### config.mk
export PLATFORM = sky130hd
export DESIGN_NAME = fetch_stage
export DESIGN_NICKNAME = d
export VERILOG_FILES = /design/src/rtl/mips_pkg.sv /design/src/rtl/if_id_reg.sv /design/src/rtl/fetch_stage.sv
export SDC_FILE = /design/constraint.sdc
export NUM_CORES = 1
export LEC_CHECK = 0
export CAP_MARGIN = 0
export CORE_UTILIZATION = 35
export CTS_BUF_LIST = sky130_fd_sc_hd__clkbuf_16
export CTS_CLUSTER_DIAMETER = 150
export DETAILED_ROUTE_END_ITERATION = 8
export GPL_ROUTABILITY_DRIVEN = 0
export PLACE_DENSITY = 0.64
export SKIP_LAST_GASP = 1
export SLEW_MARGIN = 25
export SYNTH_ARGS = -nofsm -noshare
export SYNTH_HDL_FRONTEND = slang
export SYNTH_HIERARCHICAL = 1
export SYNTH_SLANG_ARGS = --single-unit
### constraint.sdc
create_clock -name clk -period 6.6 [get_ports clk]
set_input_delay 0.66 -clock clk [delete_from_list [all_inputs] [get_ports clk]]
set_output_delay 0.66 -clock clk [all_outputs]
set_load 0.02 [all_outputs]
### src/rtl/mips_pkg.sv
// Shared MIPS pipeline constants: datapath widths, reset PC default and the NOP encoding.
// Imported by every pipeline stage so the widths stay consistent across the design.
package mips_pkg;

    localparam int PC_W   = 32;
    localparam int INST_W = 32;

    localparam logic [PC_W-1:0]   RESET_PC_DEF = 32'h0000_0000;
    localparam logic [INST_W-1:0] NOP          = 32'h0000_0000;

    typedef logic [INST_W-1:0] inst_t;

endpackage

### src/rtl/if_id_reg.sv
// Generic inter-stage pipeline register: clears on reset or squash, holds on stall, loads otherwise.
// Written for IF/ID but kept stage-agnostic so later stages can reuse it.
module if_id_reg
    import mips_pkg::*;
#(
    parameter int PCL    = PC_W,
    parameter int INST_W = mips_pkg::INST_W
) (
    input  logic              clk,
    input  logic              rst,
    input  logic              stall,
    input  logic              squash,
    input  logic [INST_W-1:0] inst_p0,
    input  logic [PCL-1:0]    pc4_p0,
    input  logic              vld_p0,
    output logic [INST_W-1:0] inst_p1,
    output logic [PCL-1:0]    pc4_p1,
    output logic              vld_p1
);

    // ---- stage boundary p0 -> p1 ----
    // Squash beats stall: a wrong-path word must not survive a hazard hold.
    always_ff @(posedge clk) begin
        if (rst || squash) begin
            inst_p1 <= INST_W'(NOP);
            pc4_p1  <= '0;
            vld_p1  <= 1'b0;
        end else if (!stall) begin
            inst_p1 <= inst_p0;
            pc4_p1  <= pc4_p0;
            vld_p1  <= vld_p0;
        end
    end

endmodule

### src/rtl/fetch_stage.sv
// MIPS instruction-fetch stage: PC register, next-PC selection, IF/ID capture,
// sticky misaligned-redirect flag and a count of instructions accepted into IF/ID.
module fetch_stage
    import mips_pkg::*;
#(
    parameter int            PCL      = PC_W,
    parameter logic [PCL-1:0] RESET_PC = PCL'(RESET_PC_DEF)
) (
    input  logic              clk,
    input  logic              rst,
    input  logic              stall,
    input  logic              flush,
    input  logic              redirect_valid,
    input  logic [PCL-1:0]    redirect_pc,
    output logic [PCL-1:0]    imem_addr,
    input  logic [INST_W-1:0] imem_data,
    output logic [INST_W-1:0] ifid_inst,
    output logic [PCL-1:0]    ifid_pc4,
    output logic              ifid_valid,
    output logic              misalign,
    output logic [31:0]       fetch_count
);

    logic [PCL-1:0] pc_p0;
    logic [PCL-1:0] pc4_p0;
    logic [PCL-1:0] pc_nxt;
    logic           squash;
    logic           load;

    // Targets are forced onto a word boundary; the low bits only feed the misalign flag.
    function automatic logic [PCL-1:0] align_word(input logic [PCL-1:0] a);
        return {a[PCL-1:2], 2'b00};
    endfunction

    function automatic logic is_misaligned(input logic [PCL-1:0] a);
        return |a[1:0];
    endfunction

    // Natural modulo-2^PCL wrap; no overflow indication is wanted.
    assign pc4_p0 = pc_p0 + PCL'(4);

    // A redirect also squashes: the word currently in IF is on the wrong path.
    assign squash = flush | redirect_valid;
    assign load   = ~squash & ~stall;

    always_comb begin
        pc_nxt = pc4_p0;
        if (redirect_valid)
            pc_nxt = align_word(redirect_pc);
        else if (stall)
            pc_nxt = pc_p0;
    end

    // ---- stage boundary: PC register (p0) ----
    always_ff @(posedge clk) begin
        if (rst) begin
            pc_p0       <= RESET_PC;
            misalign    <= 1'b0;
            fetch_count <= '0;
        end else begin
            pc_p0 <= pc_nxt;
            if (redirect_valid && is_misaligned(redirect_pc))
                misalign <= 1'b1;
            if (load)
                fetch_count <= fetch_count + 32'd1;
        end
    end

    assign imem_addr = pc_p0;

    if_id_reg #(
        .PCL    (PCL),
        .INST_W (INST_W)
    ) u_if_id (
        .clk     (clk),
        .rst     (rst),
        .stall   (stall),
        .squash  (squash),
        .inst_p0 (imem_data),
        .pc4_p0  (pc4_p0),
        .vld_p0  (1'b1),
        .inst_p1 (ifid_inst),
        .pc4_p1  (ifid_pc4),
        .vld_p1  (ifid_valid)
    );

endmodule

==> impl.org, run 1 <==
** Clocking
- Number of clock sinks seen by CTS :: between 100 and 150
- Once the clock tree was built, the setup fixing pass inserted 0 buffers.
- TritonCTS built the clock tree.
- After clock tree synthesis, the clock-pin slew on the worst setup and hold paths is approximately 0.06 ns.
- Maximum level of the CTS H-tree :: 4
- Maximum buffer depth of the clock tree :: 2
- Cells resized by post-CTS repair :: 0
- For this design, the CTS-stage hold fixing added 0 buffers.
- Clock root buffer :: clkbuf_16
- Clock latency on the worst-skew pair :: between 0.4 and 0.5 ns
- TritonCTS buffer count :: 17

** Timing
- After layout, the minimum clock period comes to between 3 and 4 ns.
- Between clock sinks in the finished design, the worst skew comes to 0.0109 ns.
- The hold violation count in the final report was 0.
- Highest Clock Rate :: between 300 and 400 MHz
- Summed over all failing endpoints, the final setup total negative slack is 0 ns.
- Slew HR :: 0.320
- The final number of max-transition violations came to 0.
- Number of setup violations in the final report :: 0
- Tcrit/Tclk final :: 0.489
- For the pin with the worst max-slew slack, the measured transition is approximately 1.0 ns.
- In the post-route analysis, the smallest setup slack over all paths is ~3.4 ns.
- Setup repair after global routing left no endpoint under its margin.

** Die
- Die area :: 0.0181 mm2
- Io pins :: 199
- Placeable Area :: between 0.015 and 0.02 mm2
- Initial Utilization :: 0.357
- The initialized floorplan defines 48 standard-cell rows.
- The die is between 100 and 150 um tall.
- The die is about 130 um wide.

** Detailed routing
- For this run, the detailed router's first-pass iteration total came to 5.
- Average routed wire per standard cell :: 15.6 um
- Via count normalized by instance count :: around 5.1
- For this block, the routed nets add up to around 17000 um of wire.
- DRC violation total after the first TritonRoute iteration :: 284
- The count of nets left with antenna violations once routing finished came out at 0.
- Detailed routing inserted a total of 5652 vias.
- For this run, design rule violations remaining after detail routing come to 0.

** Worst setup path
- Startpoint-to-endpoint class of the critical path :: input port to flop
- Worst Path Required :: about 7 ns
- In this design, the largest share of critical-path delay is due to simple AND/OR/NAND/NOR gates.
- Crit-path cells :: clkdlybuf4s50_1 -> nor3_2 -> nand4_1 -> or4_1 -> a21oi_1
- The worst register-to-register path begins at imem_addr[2].
- STA classifies the critical path startpoint as an input port.
- Biggest cell delay along the critical path :: 0.89 ns
- The worst setup path is captured at a flop.
- Worst-path fanout max :: 24
- Critical Path Slowest Stage Cell :: clkdlybuf4s50_1
- Number of buffer and inverter stages on the critical path :: 1
- In this run the worst setup path begins at redirect_valid.
- Worst path arrival time :: around 3.6 ns

** Logic synthesis
- Synthesis produced a netlist whose cell count is 690.
- Primary flip-flop cell chosen by synthesis mapping :: dfxtp_1
- Averaged over all synthesized cells, the footprint is 8.91 um2.
- The share of the Yosys chip area taken by registers is 0.417.
- After synthesis, the share of flip-flops with an asynchronous set or reset is 0.
- The cell area that synthesis handed to floorplanning was a little over 0.006 mm2.
- Number of unique standard cell types used by synthesis :: 47
- Synthesis inferred about 130 register bits.
- Count of yosys warnings during synthesis :: 6
- Number of flops mapped to enable cells by yosys :: 0

** Status
- The flow ran to the end, and the final reports show no timing, DRC or antenna violations.

** GRT
- In the global route stage, overall resource usage came out at 0.192.
- Pin count of the biggest net entering global routing :: 70
- The first global-routing pass estimated between 20000 and 30000 um of wire.
- Total congestion overflow :: 0
- The initial antenna violation count is 1.
- The via count of the first global-routing pass came to approximately 5200.

** Layout
- Net count, final :: around 940
- The library cell used most frequently in the layout, excluding fill and tap cells, is clkdlybuf4s50_1.
- Fill count :: roughly 1700
- Post-route non-filler standard cell count :: 1103
- The library cells used most frequently in the layout, excluding fill and tap cells, are 194 x clkdlybuf4s50_1, 128 x dfxtp_1, 113 x nor2_1.
- Final cell area excluding filler cells :: around 0.0087 mm2
- Layout Area Growth over Synthesis :: 41.5%
- In the final layout, the share of cells above drive strength 1 is 0.0627.

** Place
- Pre-CTS setup slack :: ~3 ns
- Number of placed instances, taps included :: around 1100
- HPWL after detailed placement :: ~12000 um
- Total of buffers placed on input and output ports :: 196
- In this run the cell area measured after placement is 0.00816 mm2.

** Min path
- Hold path startpoint :: misalign
- Hold Path Class :: flop to flop

** Flow run
- The tool flagged a number of max-cap violations equal to 0.

** Pwr
- Clock group share of total power :: 0.451
- The internal power of the cells totals roughly 1400 uW.
- Of the total power, combinational logic draws 0.110.
- Total power of the final layout :: 1880 uW
- The analysis attributes to net switching a power of around 500 uW.
- Across the VDD grid, the largest voltage drop is between 0.15 and 0.2 mV.
- Dividing total power by cell area gives a power density of approximately 220 mW/mm2.
- Fraction of power consumed by sequential logic :: 0.439
- Summed over all cells, the static leakage comes to between 0.003 and 0.004 uW.
- Of the total power, the share spent switching nets is 0.264.
[cell usage after synthesis, drive strengths merged (9+ instances only)]
| master | number | area share |
|---|---|---|
| nand3 | 26 | 0.021 |
| xor2 | 15 | 0.021 |
| and4 | 11 | 0.016 |
| a311oi | 9 | 0.013 |
| dfxtp | 128 | 0.42 |
| o31ai | 17 | 0.021 |
| clkbuf | 26 | 0.016 |
| xnor2 | 35 | 0.050 |
| or4 | 21 | 0.027 |
| inv | 19 | 0.012 |
| a21oi | 25 | 0.020 |
| nand4 | 27 | 0.027 |
| nor4 | 11 | 0.011 |
| nor3 | 12 | 0.011 |
| nand2 | 27 | 0.016 |
| a211oi | 14 | 0.017 |
| mux2i | 66 | 0.11 |
| buf | 24 | 0.031 |
| nor2 | 113 | 0.069 |
[area by class of cell]
type | instances | area, um2 | area share
antenna | 1 | 2.50 | 0.000288
clock buffer | 17 | 425 | 0.0489
clock inverter | 15 | 114 | 0.0131
inverter | 20 | 75.1 | 0.00863
multi-input combinational | 495 | 3240 | 0.372
sequential | 128 | 2560 | 0.295
tap | 225 | 282 | 0.0324
timing repair buffer | 202 | 2000 | 0.230
[sequential cells by signal (all words and copies together) (netlist names)]
name,cells
imem_addr,30
u_if_id/pc4_p1,32
u_if_id/vld_p1,1
fetch_count,32
u_if_id/inst_p1,32
misalign,1
[worst register-to-register path, delay by kind of cell (launching register included)]
family | cells | cell delay (ns)
and+or+nand+nor | 4 | 1.62
DFF | 1 | 0.49
muxes | 1 | 0.11
xor gates and xnor gates | 1 | 0.30
adders and majority gates | 1 | 0.33
[through the flow]
stage	utilization	hold slack, ns
final	0.505	0.448
after global routing	0.505	0.484
after CTS	0.505	0.450
after detailed placement	0.473	0.441
after global placement	0.473	0.435
after floorplan	-	0.522
[layer usage]
| layer | track usage | vias up | part of all wire |
|---|---|---|---|
| li1 | - | 2821 | - |
| met4 | 0.0474 | 0 | 0.0093 |
| met5 | 0 | - | 0 |
| met3 | 0.0653 | 12 | 0.077 |
| met1 | 0.244 | 2613 | 0.46 |
| met2 | 0.311 | 206 | 0.45 |
[worst paths after layout]
| check | to | slack [ns] | cells after the start |
|---|---|---|---|
| worst max register to register | u_if_id/pc4_p1[30] | 3.69 | 7 |
| worst min register to register | misalign | 0.45 | 2 |
| worst min-delay path | misalign | 0.45 | 2 |
| worst max-delay path | fetch_count[21] | 3.37 | 5 |
[power groups by stage]
stage / Sequential [uW] / Combinational [uW] / Clock (uW)
detailed placement: 843 / 208 / 0
floorplan: 851 / 101 / 0
global placement: 842 / 208 / 0
CTS: 826 / 209 / 871
finish: 826 / 207 / 850
global route: 830 / 224 / 909
[logic make-up (layout without fill, tap and decap cells)]
logic type,after synthesis,count (layout),share of synthesized area
other cells,2,6,0.00122
compound gates,88,88,0.0985
fa+ha+maj,2,2,0.00407
buf+inv,70,254,0.0592
xor+xnor,50,50,0.0712
flops,128,128,0.417
simple gates,279,279,0.232
mux,71,71,0.117
Power figures use the tool's default switching activity.
==> run 2: changes to the inputs <==
- clock period: 6.6 -> 3.2 ns (I/O delays scaled with it)
==> run 2 against run 1 <==
Die area unchanged. Sequential cell count unchanged. Critical path type is now flop to flop. Hold slack got worse by 0.054 ns. Via count about the same.
==> impl.org, run 2 (synthesis gave the netlist of run 1 again) <==
** Status
- Run status :: completed

** Detailed routing
- For this block, the via count after detailed routing is ~5600.
- Dividing the detail-routed wire length by the instance count gives ~16 um.
- Antenna Nets Post-Route :: 0
- The pre-antenna-repair detailed-routing pass consisted of 4 iterations.
- Routed wire length :: between 15000 and 20000 um
- After detailed routing, the number of remaining DRC violations is 0.
- For this block, the initial DRC count from the detailed router was about 260.
- Dividing the detail-routed via count by the number of cells gives a little over 5.

** Pwr
- Total power per unit cell area :: 464 mW/mm2
- Reported leakage power :: roughly 0.0031 uW
- Peak VDD IR :: approximately 0.37 mV

** Clocking
- Hold-fix buffers at CTS :: 0
- Number of clock sinks seen by CTS :: roughly 130
- Buffers inserted during clock tree synthesis total 17.
- Clock latency on the worst-skew pair :: between 0.4 and 0.5 ns
- The clock passes through at most 2 buffers.
- CTS placed an instance of clkbuf_16 at the clock tree root.
- Gates resized during post-CTS repair numbered 0.
- Register clock-pin slew on the reported worst setup and hold paths :: ~0.06 ns
- Once the clock tree was built, the setup fixing pass inserted 0 buffers.
- Maximum level of the CTS H-tree :: 4
- CTS tree :: yes

** GRT
- Tot GR Track Use :: 0.192
- The initial antenna violation count was 2.
- The via count of the first global-routing pass is about 5300.
- Entering global routing, the biggest net connects just under 70 pins.
- Total congestion overflow :: 0
- The first global-routing pass estimated 27400 um of wire.

** Timing
- Dividing the final minimum period by the clock period gives 0.791.
- Setup repair after global routing left no endpoint under its margin.
- Setup tns final :: 0 ns
- Setup violations remaining at the end of the flow were counted as 0.
- For the pin with the worst max-slew slack, the measured transition is around 1 ns.
- Highest Clock Rate :: roughly 400 MHz
- The clock period could shrink to 2.53 ns.
- Hold timing on the final database bottoms out at a slack of 0.393 ns.
- The final number of max-transition violations came to 0.
- Clk_skew :: 0.00864 ns
- Number of hold violations in the final report :: 0
- Measured against its own limit, the worst slew margin works out to 0.329.

** Flow run
- Max-cap violations in this run came to 0.

** Layout
- After the last flow step, the layout net total stands at 941.
- After filler insertion, the fill cell instance count of the layout stands at about 1700.
- Fraction of layout instances using a drive strength above 1 :: 0.0692
- Layout Area Growth over Synthesis :: 43.1%
- Leaving out fill and tap cells, the most frequent cell in the layout is clkdlybuf4s50_1.
- For this run, the number of standard cells in the final layout without fillers is around 1100.
- The largest registers in the layout are fetch_count x32, u_if_id/inst_p1 x32, u_if_id/pc4_p1 x32.
- After routing the design area is 0.00880 mm2.
- Multi-input gate area in the final layout :: around 0.0032 mm2
- In the final layout, flip-flops and latches occupy around 0.0026 mm2.
- Most frequent cells in the layout :: 194 x clkdlybuf4s50_1, 128 x dfxtp_1, 113 x nor2_1

** Die
- Rows :: 48
- Initial Utilization :: 0.357
- In this run the vertical extent of the chip is approximately 130 um.
- The floorplan step set the die width to about 130 um.
- Die area :: between 0.015 and 0.02 mm2
- Placeable Area :: around 0.017 mm2
- Io pins :: 199

** Worst setup path
- Along the worst path, the maximum fanout reaches 10.
- Worst path arrival time :: between 2 and 3 ns
- The worst setup path is captured at a flop.
- For the worst flop-to-flop path, the logic depth is 7.
- Worst Path Required :: 3.47 ns
- Startpoint-to-endpoint class of the critical path :: flop to flop
- Startpoint type of the worst setup path :: flop

** Min path
- Hold Path Class :: input port to flop
- Counting instances, the worst hold path has a depth of 3.

** Place
- In this run, placement finished with an instance count of between 1000 and 1500.
- Once detailed placement completed, the half-perimeter wirelength came to 12200 um.
- After detailed placement, the total cell area comes to a little over 0.008 mm2.
- During placement, the flow inserted port buffers numbering 196.
-- run 2: changes by cell type in the layout (fill, tap and decap cells not counted), sizes merged --
cell	previous run	this run
clkinvlp	4	3
bufinv	0	3
buf	8	14
diode	1	2
inv	23	20
-- run 2: where the power goes --
| group | internal [uW] | total, uW | switching (uW) | leakage (uW) |
|---|---|---|---|---|
| sequential | 1640 | 1700 | 66.9 | 0.00104 |
| combinational | 230 | 432 | 202 | 0.00182 |
| clock | 1220 | 1950 | 731 | 0.000285 |
-- run 2: layer usage --
layer  up-vias  GRT usage  wire, um
met5         -          0        12
met4         2     0.0493        68
met3         6     0.0724      1600
met2       184      0.313      7980
met1      2617      0.239      7880
li1       2838          -         -
-- run 2: path summary, 6_finish.rpt --
kind / start / end / slack [ns]
worst max register to register: imem_addr[2] / u_if_id/pc4_p1[18] / 0.67
worst min register to register: misalign / misalign / 0.45
worst max-delay path: imem_addr[2] / u_if_id/pc4_p1[18] / 0.67
worst min-delay path: stall / u_if_id/pc4_p1[4] / 0.39
-- run 2: metrics by stage --
step           worst slack [ns]  utilization  total power [uW]
2_1_floorplan             0.859            -              1960
3_3_place_gp              0.703        0.476              2170
3_5_place_dp              0.640        0.476              2170
4_1_cts                   0.648        0.510              4130
5_1_grt                   0.534        0.510              4230
6_report                  0.669        0.511              4080
-- run 2: layout make-up --
type	instances	area share
clock inverters	14	0.0191
well taps	225	0.0320
multi-input cells	495	0.368
inverters	20	0.00853
clock buffers	17	0.0483
repair buffers	208	0.232
diodes	2	0.000569
flip-flops and latches	128	0.291
-- run 2: critical path: stages, from the launching register on --
cell     delay [ns]
dfxtp_1        0.44
ha_1           0.30
nand4_1        0.37
or4_1          0.66
or2_2          0.31
xnor2_1        0.12
mux2i_1        0.14
nor2_1         0.05
